===== src/rtl/hex_display_scanner.sv =====
// Feeds per-digit seven-segment decoders with 5-bit codes (bit 4 = blank,
// bits 3:0 = hex value). A word accepted over valid/ready is scanned MSB
// first to apply leading-zero blanking, then swapped into the display
// register in a single edge. Global enable and blink masking act only on
// the registered output stage.
module hex_display_scanner #(
  parameter int unsigned NUM_DIGITS = 4,
  parameter int unsigned BLINK_DIV  = 25000000
) (
  input  logic                    clk,
  input  logic                    rst_n,
  input  logic                    in_valid,
  output logic                    in_ready,
  input  logic [4*NUM_DIGITS-1:0] in_data,
  input  logic                    lz_blank_en,
  input  logic                    blink_en,
  input  logic                    disp_on,
  output logic [5*NUM_DIGITS-1:0] digit_codes,
  output logic                    busy
);

  localparam int unsigned DW    = 4 * NUM_DIGITS;
  localparam int unsigned CW    = 5 * NUM_DIGITS;
  localparam int unsigned IDX_W = (NUM_DIGITS > 1) ? $clog2(NUM_DIGITS) : 1;
  localparam int unsigned CNT_W = $clog2(BLINK_DIV);

  localparam logic [4:0]       BLANK     = 5'b10000;
  localparam logic [CW-1:0]    BLANK_ALL = {NUM_DIGITS{BLANK}};
  localparam logic [IDX_W-1:0] IDX_TOP   = IDX_W'(NUM_DIGITS - 1);
  localparam logic [CNT_W-1:0] CNT_TOP   = CNT_W'(BLINK_DIV - 1);

  typedef enum logic [1:0] {
    IDLE   = 2'd0,
    SCAN   = 2'd1,
    UPDATE = 2'd2
  } state_t;

  state_t           state_q;
  logic [DW-1:0]    shadow_q;
  logic             lz_q;
  logic [IDX_W-1:0] idx_q;
  logic             seen_nz_q;
  logic [CW-1:0]    staging_q;
  logic [CW-1:0]    display_q;
  logic [CW-1:0]    codes_q;
  logic [CNT_W-1:0] blink_cnt_q;
  logic             blink_phase_q;

  logic [3:0]       nib_c;
  logic             blank_c;
  logic [4:0]       code_c;
  logic             mask_c;

  // Handshake status is a pure decode of the FSM state.
  assign in_ready    = (state_q == IDLE);
  assign busy        = ~in_ready;
  assign digit_codes = codes_q;

  // Select the nibble under scan and decide whether it is a leading zero.
  always_comb begin
    nib_c = 4'd0;
    for (int k = 0; k < int'(NUM_DIGITS); k++) begin
      if (idx_q == IDX_W'(k)) nib_c = shadow_q[4*k +: 4];
    end
    blank_c = lz_q & ~seen_nz_q & (nib_c == 4'd0) & (idx_q != '0);
    code_c  = blank_c ? BLANK : {1'b0, nib_c};
  end

  // Accept / scan / update FSM with its datapath registers.
  always_ff @(posedge clk or negedge rst_n) begin
    if (!rst_n) begin
      state_q   <= IDLE;
      shadow_q  <= '0;
      lz_q      <= 1'b0;
      idx_q     <= '0;
      seen_nz_q <= 1'b0;
      staging_q <= BLANK_ALL;
      display_q <= BLANK_ALL;
    end else begin
      case (state_q)
        IDLE: begin
          if (in_valid) begin
            shadow_q  <= in_data;
            lz_q      <= lz_blank_en;
            idx_q     <= IDX_TOP;
            seen_nz_q <= 1'b0;
            state_q   <= SCAN;
          end
        end
        SCAN: begin
          for (int k = 0; k < int'(NUM_DIGITS); k++) begin
            if (idx_q == IDX_W'(k)) staging_q[5*k +: 5] <= code_c;
          end
          seen_nz_q <= seen_nz_q | (nib_c != 4'd0);
          if (idx_q == '0) begin
            state_q <= UPDATE;
          end else begin
            idx_q <= idx_q - IDX_W'(1);
          end
        end
        UPDATE: begin
          display_q <= staging_q;
          state_q   <= IDLE;
        end
        default: state_q <= IDLE;
      endcase
    end
  end

  // Blink half-period counter; held cleared while blinking is disabled.
  always_ff @(posedge clk or negedge rst_n) begin
    if (!rst_n) begin
      blink_cnt_q   <= '0;
      blink_phase_q <= 1'b0;
    end else if (!blink_en) begin
      blink_cnt_q   <= '0;
      blink_phase_q <= 1'b0;
    end else if (blink_cnt_q == CNT_TOP) begin
      blink_cnt_q   <= '0;
      blink_phase_q <= ~blink_phase_q;
    end else begin
      blink_cnt_q <= blink_cnt_q + CNT_W'(1);
    end
  end

  assign mask_c = ~disp_on | (blink_en & blink_phase_q);

  // Output stage applies global enable and blink masking every cycle.
  always_ff @(posedge clk or negedge rst_n) begin
    if (!rst_n) begin
      codes_q <= BLANK_ALL;
    end else begin
      codes_q <= mask_c ? BLANK_ALL : display_q;
    end
  end

endmodule

===== config.mk =====
export PLATFORM = sky130hd
export DESIGN_NAME = hex_display_scanner
export DESIGN_NICKNAME = d
export VERILOG_FILES = /design/src/rtl/hex_display_scanner.sv
export SDC_FILE = /design/constraint.sdc
export NUM_CORES = 1
export LEC_CHECK = 0
export ABC_AREA = 1
export CORE_UTILIZATION = 62
export DETAILED_ROUTE_END_ITERATION = 10
export HOLD_SLACK_MARGIN = 0.15
export PLACE_DENSITY_LB_ADDON = 0.12
export SLEW_MARGIN = 40
export SYNTH_ARGS = -nofsm -noshare
export SYNTH_HDL_FRONTEND = slang
export SYNTH_SLANG_ARGS = --single-unit
export TNS_END_PERCENT = 20

===== constraint.sdc =====
create_clock -name clk -period 4 [get_ports clk]
set_clock_uncertainty 0.2 [all_clocks]
set_input_delay 1.2 -clock clk [delete_from_list [all_inputs] [get_ports clk]]
set_output_delay 1.2 -clock clk [all_outputs]
set_load 0.02 [all_outputs]

### After elaboration in Yosys (flattened, before gate mapping)

Cells that the tools add are included.

* output and inout bits: 22
* input port bits: 22
* logic and storage cells: 67
* register bits after elaboration: 108

* multiplexer cells: 18
* reductions and logical operators: 14
* bitwise logic cells: 10
* eq/ne operators: 10
* add/sub/neg operators: 2

Operators by type and width (number)
* $mux W25: 2
* $add A25 B1 Y25 const B: 1
* $eq A25 B25 Y1 const B: 1
* $mux W20: 1
* $mux W4: 4
* $reduce_and A2 Y1: 7
* $mux W2: 4
* $pmux W2 S2: 2
* $eq A2 B2 Y1 const B: 3
* $ne A2 B2 Y1 const B: 3
* $mux W5: 1
* $and A1 B1 Y1: 4
* $eq A2 B1 Y1 const B: 2
* $logic_not A2 Y1: 2
* $logic_not A4 Y1: 1
* $not A1 Y1: 4
* $reduce_bool A2 Y1: 2
* $reduce_bool A4 Y1: 1
* $mux W1: 3
* $reduce_and A3 Y1: 1
* $ne A2 B1 Y1 const B: 1
* $or A1 B1 Y1: 2
* $pmux W1 S2: 1
* $sub A2 B1 Y2 const B: 1

### Longest topological paths before layout

* depth after elaboration: 9
* depth in mapped cells: 10
* depth with buffers taken out: 10

### Worst setup path before layout

Ideal clock, no wire load.

* path kind: reg2out
* start point: register state_q[0]
* end point: output port busy
* path buffers: 0
* data required time: 2.600 ns
* arrival time: 0.938 ns
* cell stages (with the launch flop): 3
* setup slack: 1.662 ns
* cell sequence: dfrtp_1 nor2_1 inv_1

* longest elaborated chain between the ends: 2

RTL lines
* start: declaration: line 38 `state_t state_q;`
* start signal: assignment: line 72 `state_q <= IDLE;`
* start signal: assignment: line 87 `state_q <= SCAN;`
* start signal: assignment: line 96 `state_q <= UPDATE;`
* $logic_not A2 Y1: line 55 `assign in_ready = (state_q == IDLE);`
* named net in_ready: line 13 `output logic in_ready,`
* $not A1 Y1: line 56 `assign busy = ~in_ready;`
* end: declaration: line 19 `output logic busy`

The timed path passes the listed nets, and every way through them passes these cells.

### Final worst setup path

* start point: register state_q[1]
* end point: output port in_ready

* longest elaborated chain between the ends: 1

RTL lines (line)
* $logic_not A2 Y1: 55
* end: declaration: 13

Every way passes these cells.

==> results.txt <==
- Total I/O pin count: 44
- Total power for the finished layout comes to slightly above 3 mW.
* Setup slack after layout: between 0.9 and 1 ns
* Power per Cell Area: 566.1 nW/um^2
- The count of buffers added on input and output ports is 43.
- Vias in the first global route: 3493
- Buffers & Inverters on Critical Path: 1
- For this design the static power due to leakage is 2.555 nW.
- Beginning of the worst register-to-register path: blink_cnt_q[0]
* Ant diodes: 0
- Register bit count reported by yosys: between 100 and 150
- CTS Sinks: 108
- The synthesized netlist occupies a cell area of 4812 um^2.
- The total overflow left after global routing is 0.
* Post-CTS Hold Fix Bufs: 0
* Placer congestion estimate: about 0.9
- The die is 90.10 um wide.
* Distinct cell type count of the synthesized netlist: 33
- Worst path required time: around 2.6 ns
* Mapped Avg Cell Area: 8.624 um^2
- Setup repair after global routing missed its margin: false
- The kind of cell with the highest combined delay along the critical path is buffers and inverters.
- Floorplan core area: 7370 um^2
- The startpoint identified for the worst hold timing path is staging_q[14].
- In the final routed layout, each cell accounts on average for 13.18 um.
* Number of vias in the routed layout: 3569
* Warnings from Yosys: 0
- Antenna violations before repair: 0
* Worst vdd ir: 0.4222 mV
- Counting flops with an async set or reset pin after synthesis yields a share of 100.0%.
- Counting flops with a built-in enable in the synthesized netlist gives 0.
* Area after DPL: 5325 um^2
- Post-Route Utilization: 74.67%
- Endpoints failing setup: 0
- Number of nets still failing antenna checks after routing: 0
- The worst setup path is of the flop to output port kind.
* Post-placement cell count: approximately 690
- TritonCTS clock tree: yes
- For this run, the leading register cell type out of synthesis is dfrtp_1.
* Element type at the critical path end: output port
- At the placement stage, the worst setup path has a slack of between 0.9 and 1 ns.
- HPWL reported at the end of detailed placement: 6.649 mm
* Via/cell ratio: 5.041
- Total number of H-tree levels: 3
* Crit-path max cell delay: 0.64 ns
- The number of hold-slack violations in the final timing report was 0.
* Post-Syn Nets: 585
- The longest clock path from root to sink contains 2 buffers.
- Setup Fix Bufs, Post-CTS: 0
- In the routed design, unresolved DRC markers number 0.
* Total length of routed wires: ~9.3 mm
* Count of TritonRoute iterations in the first routing pass: 5
* Part of the Yosys area used for sequential elements: 56.47%
* Worst-path cell with the longest stage delay: clkdlybuf4s50_1
- Critical path launch point: state_q[1]
- Minimum period implied by the final worst setup slack: ~3.0 ns
- In this run, the number of DRC markers left after iteration 0 of detailed routing was 159.
- The finished cells cover between 5000 and 6000 um^2.
* # resized after CTS: 0
* Worst Setup Start Kind: flop
* Maximum clock frequency: 330.4 MHz
- Number of pins exceeding their max-slew limit in the final report: 0
- Of all cell types, the one taking the most synthesized area is dfrtp_1.
* Run status: complete, no violations
- Slew at the pin closest to its max-slew limit: 0.7275 ns
- Counting the buffers created by CTS gives 9.
- Critical Path, Cell by Cell: nor2_1 -> clkdlybuf4s50_1
* Dominant cells by area after synthesis: dfrtp_1, nand2_1, dfstp_2, nor2_1, inv_1
- Layout fillers: ~540
* Worst hold slack across all endpoints: 0.2767 ns
- Final setup TNS: 0 ns
- After synthesis, the largest area contributor takes up 49.92% of total cell area.
- In this run the core area contains 31 standard-cell rows.
- Of all nets on the critical path, the largest fanout is 3.
- CP arrival: 1.63 ns
- Min-Delay Path Class: flop to flop
- The first global-routing pass estimated 16.03 mm of wire.
- Entering global routing, the biggest net connects between 60 and 70 pins.
- The die is 90.10 um tall.
- For this configuration, the core starts out at a cell density of 65.30%.
* Number of instances in the synthesized netlist: 558
- From synthesis to final layout, the design area changed by 14.35%.
* Final cycle utilization of the critical path: between 70% and 80%
- Final #Nets: 631
- Ratio of cells with drive above 1 in the final layout: 12.64%
* Die footprint: about 8100 um^2
- Measured against its own limit, the worst slew margin works out to 51.50%.
- Worst-Skew Late Latency: 0.36 ns
- The tree is rooted in a clkbuf_8.
* Final std cells w/o fill: 708
- Global routing consumed, over all layers together, around a quarter of the routing resources.
* Max-capacitance violation count: 0
* Reg clk slew, reported paths: ~0.090 ns
-- worst paths after layout --
kind / depth (start not counted) / slack, ns / end
setup / recovery: 2 / 0.97 / in_ready
hold / removal: 2 / 0.28 / staging_q[14]
setup reg to reg: 9 / 1.77 / blink_phase_q
hold reg to reg: 2 / 0.28 / staging_q[14]
max in group asynchronous: 2 / 2.12 / blink_cnt_q[17]
min in group asynchronous: 1 / 0.69 / blink_cnt_q[7]
-- worst register-to-register path: stages, from the launching register on --
cell     delay, ns
dfrtp_1       0.46
ha_1          0.29
nand2_2       0.11
nor2_4        0.19
nand2_1       0.10
nor3_2        0.15
nand2_2       0.27
nand2_2       0.27
nand2_1       0.07
nand2_1       0.06
-- cells in the final DEF, fill, tap and decap left out, types with 3 or more instances in the layout --
cell,instances
a21oi_1,16
buf_4,3
clkbuf_8,10
clkdlybuf4s50_1,42
dfrtp_1,96
dfstp_2,12
ha_1,5
inv_1,66
inv_2,9
mux2_2,4
nand2_1,148
nand2_2,6
nand3_1,24
nand3_2,8
nand4_1,8
nor2_1,72
nor2_2,7
nor3_1,14
nor3_2,4
o21ai_0,24
o21ai_1,3
or2_2,5
xor2_1,5
-- cell usage after synthesis (2+ instances only) --
| library cell | instances |
|---|---|
| nor3_2 | 4 |
| or2_0 | 2 |
| ha_1 | 5 |
| nor3_1 | 14 |
| inv_2 | 9 |
| dfrtp_1 | 96 |
| dfstp_2 | 12 |
| or2_2 | 5 |
| buf_6 | 2 |
| nor2_2 | 7 |
| o21ai_1 | 3 |
| nand4_1 | 8 |
| nor2_1 | 72 |
| xor2_1 | 5 |
| nand3_1 | 24 |
| nand2_1 | 149 |
| nand2_2 | 5 |
| nand3_2 | 8 |
| a21oi_1 | 16 |
| inv_1 | 66 |
| clkbuf_1 | 7 |
| o21ai_0 | 24 |
| mux2_2 | 4 |
| nor3b_1 | 2 |
-- cells by family (layout without fill, tap and decap cells) --
logic type               Yosys count  after routing  synth area share [%]
XOR/XNOR                           5              5                0.9100
flip-flops                       108            108                 56.47
buffers and inverters             86            137                 7.098
AO/OA/AOI/OAI                     47             47                 5.148
adder cells (fa/ha/maj)            5              5                 1.300
multiplexers                       4              4                0.9360
AND/OR/NAND/NOR                  303            303                 28.13
-- registers in the layout (all words and copies together) (netlist names) --
signal         count
blink_cnt_q       25
staging_q         20
display_q         20
lz_q               1
idx_q              2
digit_codes       20
shadow_q          16
state_q            2
blink_phase_q      1
seen_nz_q          1
-- cell type report --
type	instances	area [um^2]	share of cell area, %
multi-input combinational	364	1755	31.90
clock inverter	5	36.28	0.6594
clock buffer	11	141.4	2.569
inverter	76	285.3	5.184
timing repair buffer	45	442.9	8.049
tap	99	123.9	2.251
sequential	108	2718	49.39
-- power by group --
part	internal, mW	total, mW	switching [mW]
logic	0.356	0.966	0.610
clock network	0.246	0.604	0.358
registers	1.40	1.55	0.148
-- per-layer routing --
| layer | track usage, % | share of wire, % | routed length (um) |
|---|---|---|---|
| met1 | 34.32 | 47 | 4380 |
| met3 | 4.315 | 3.3 | 309 |
| met2 | 41.09 | 48 | 4483 |
| met4 | 7.796 | 1.7 | 157 |
| met5 | 0 | 0 | 0 |
(Power assumes the default switching activity.)
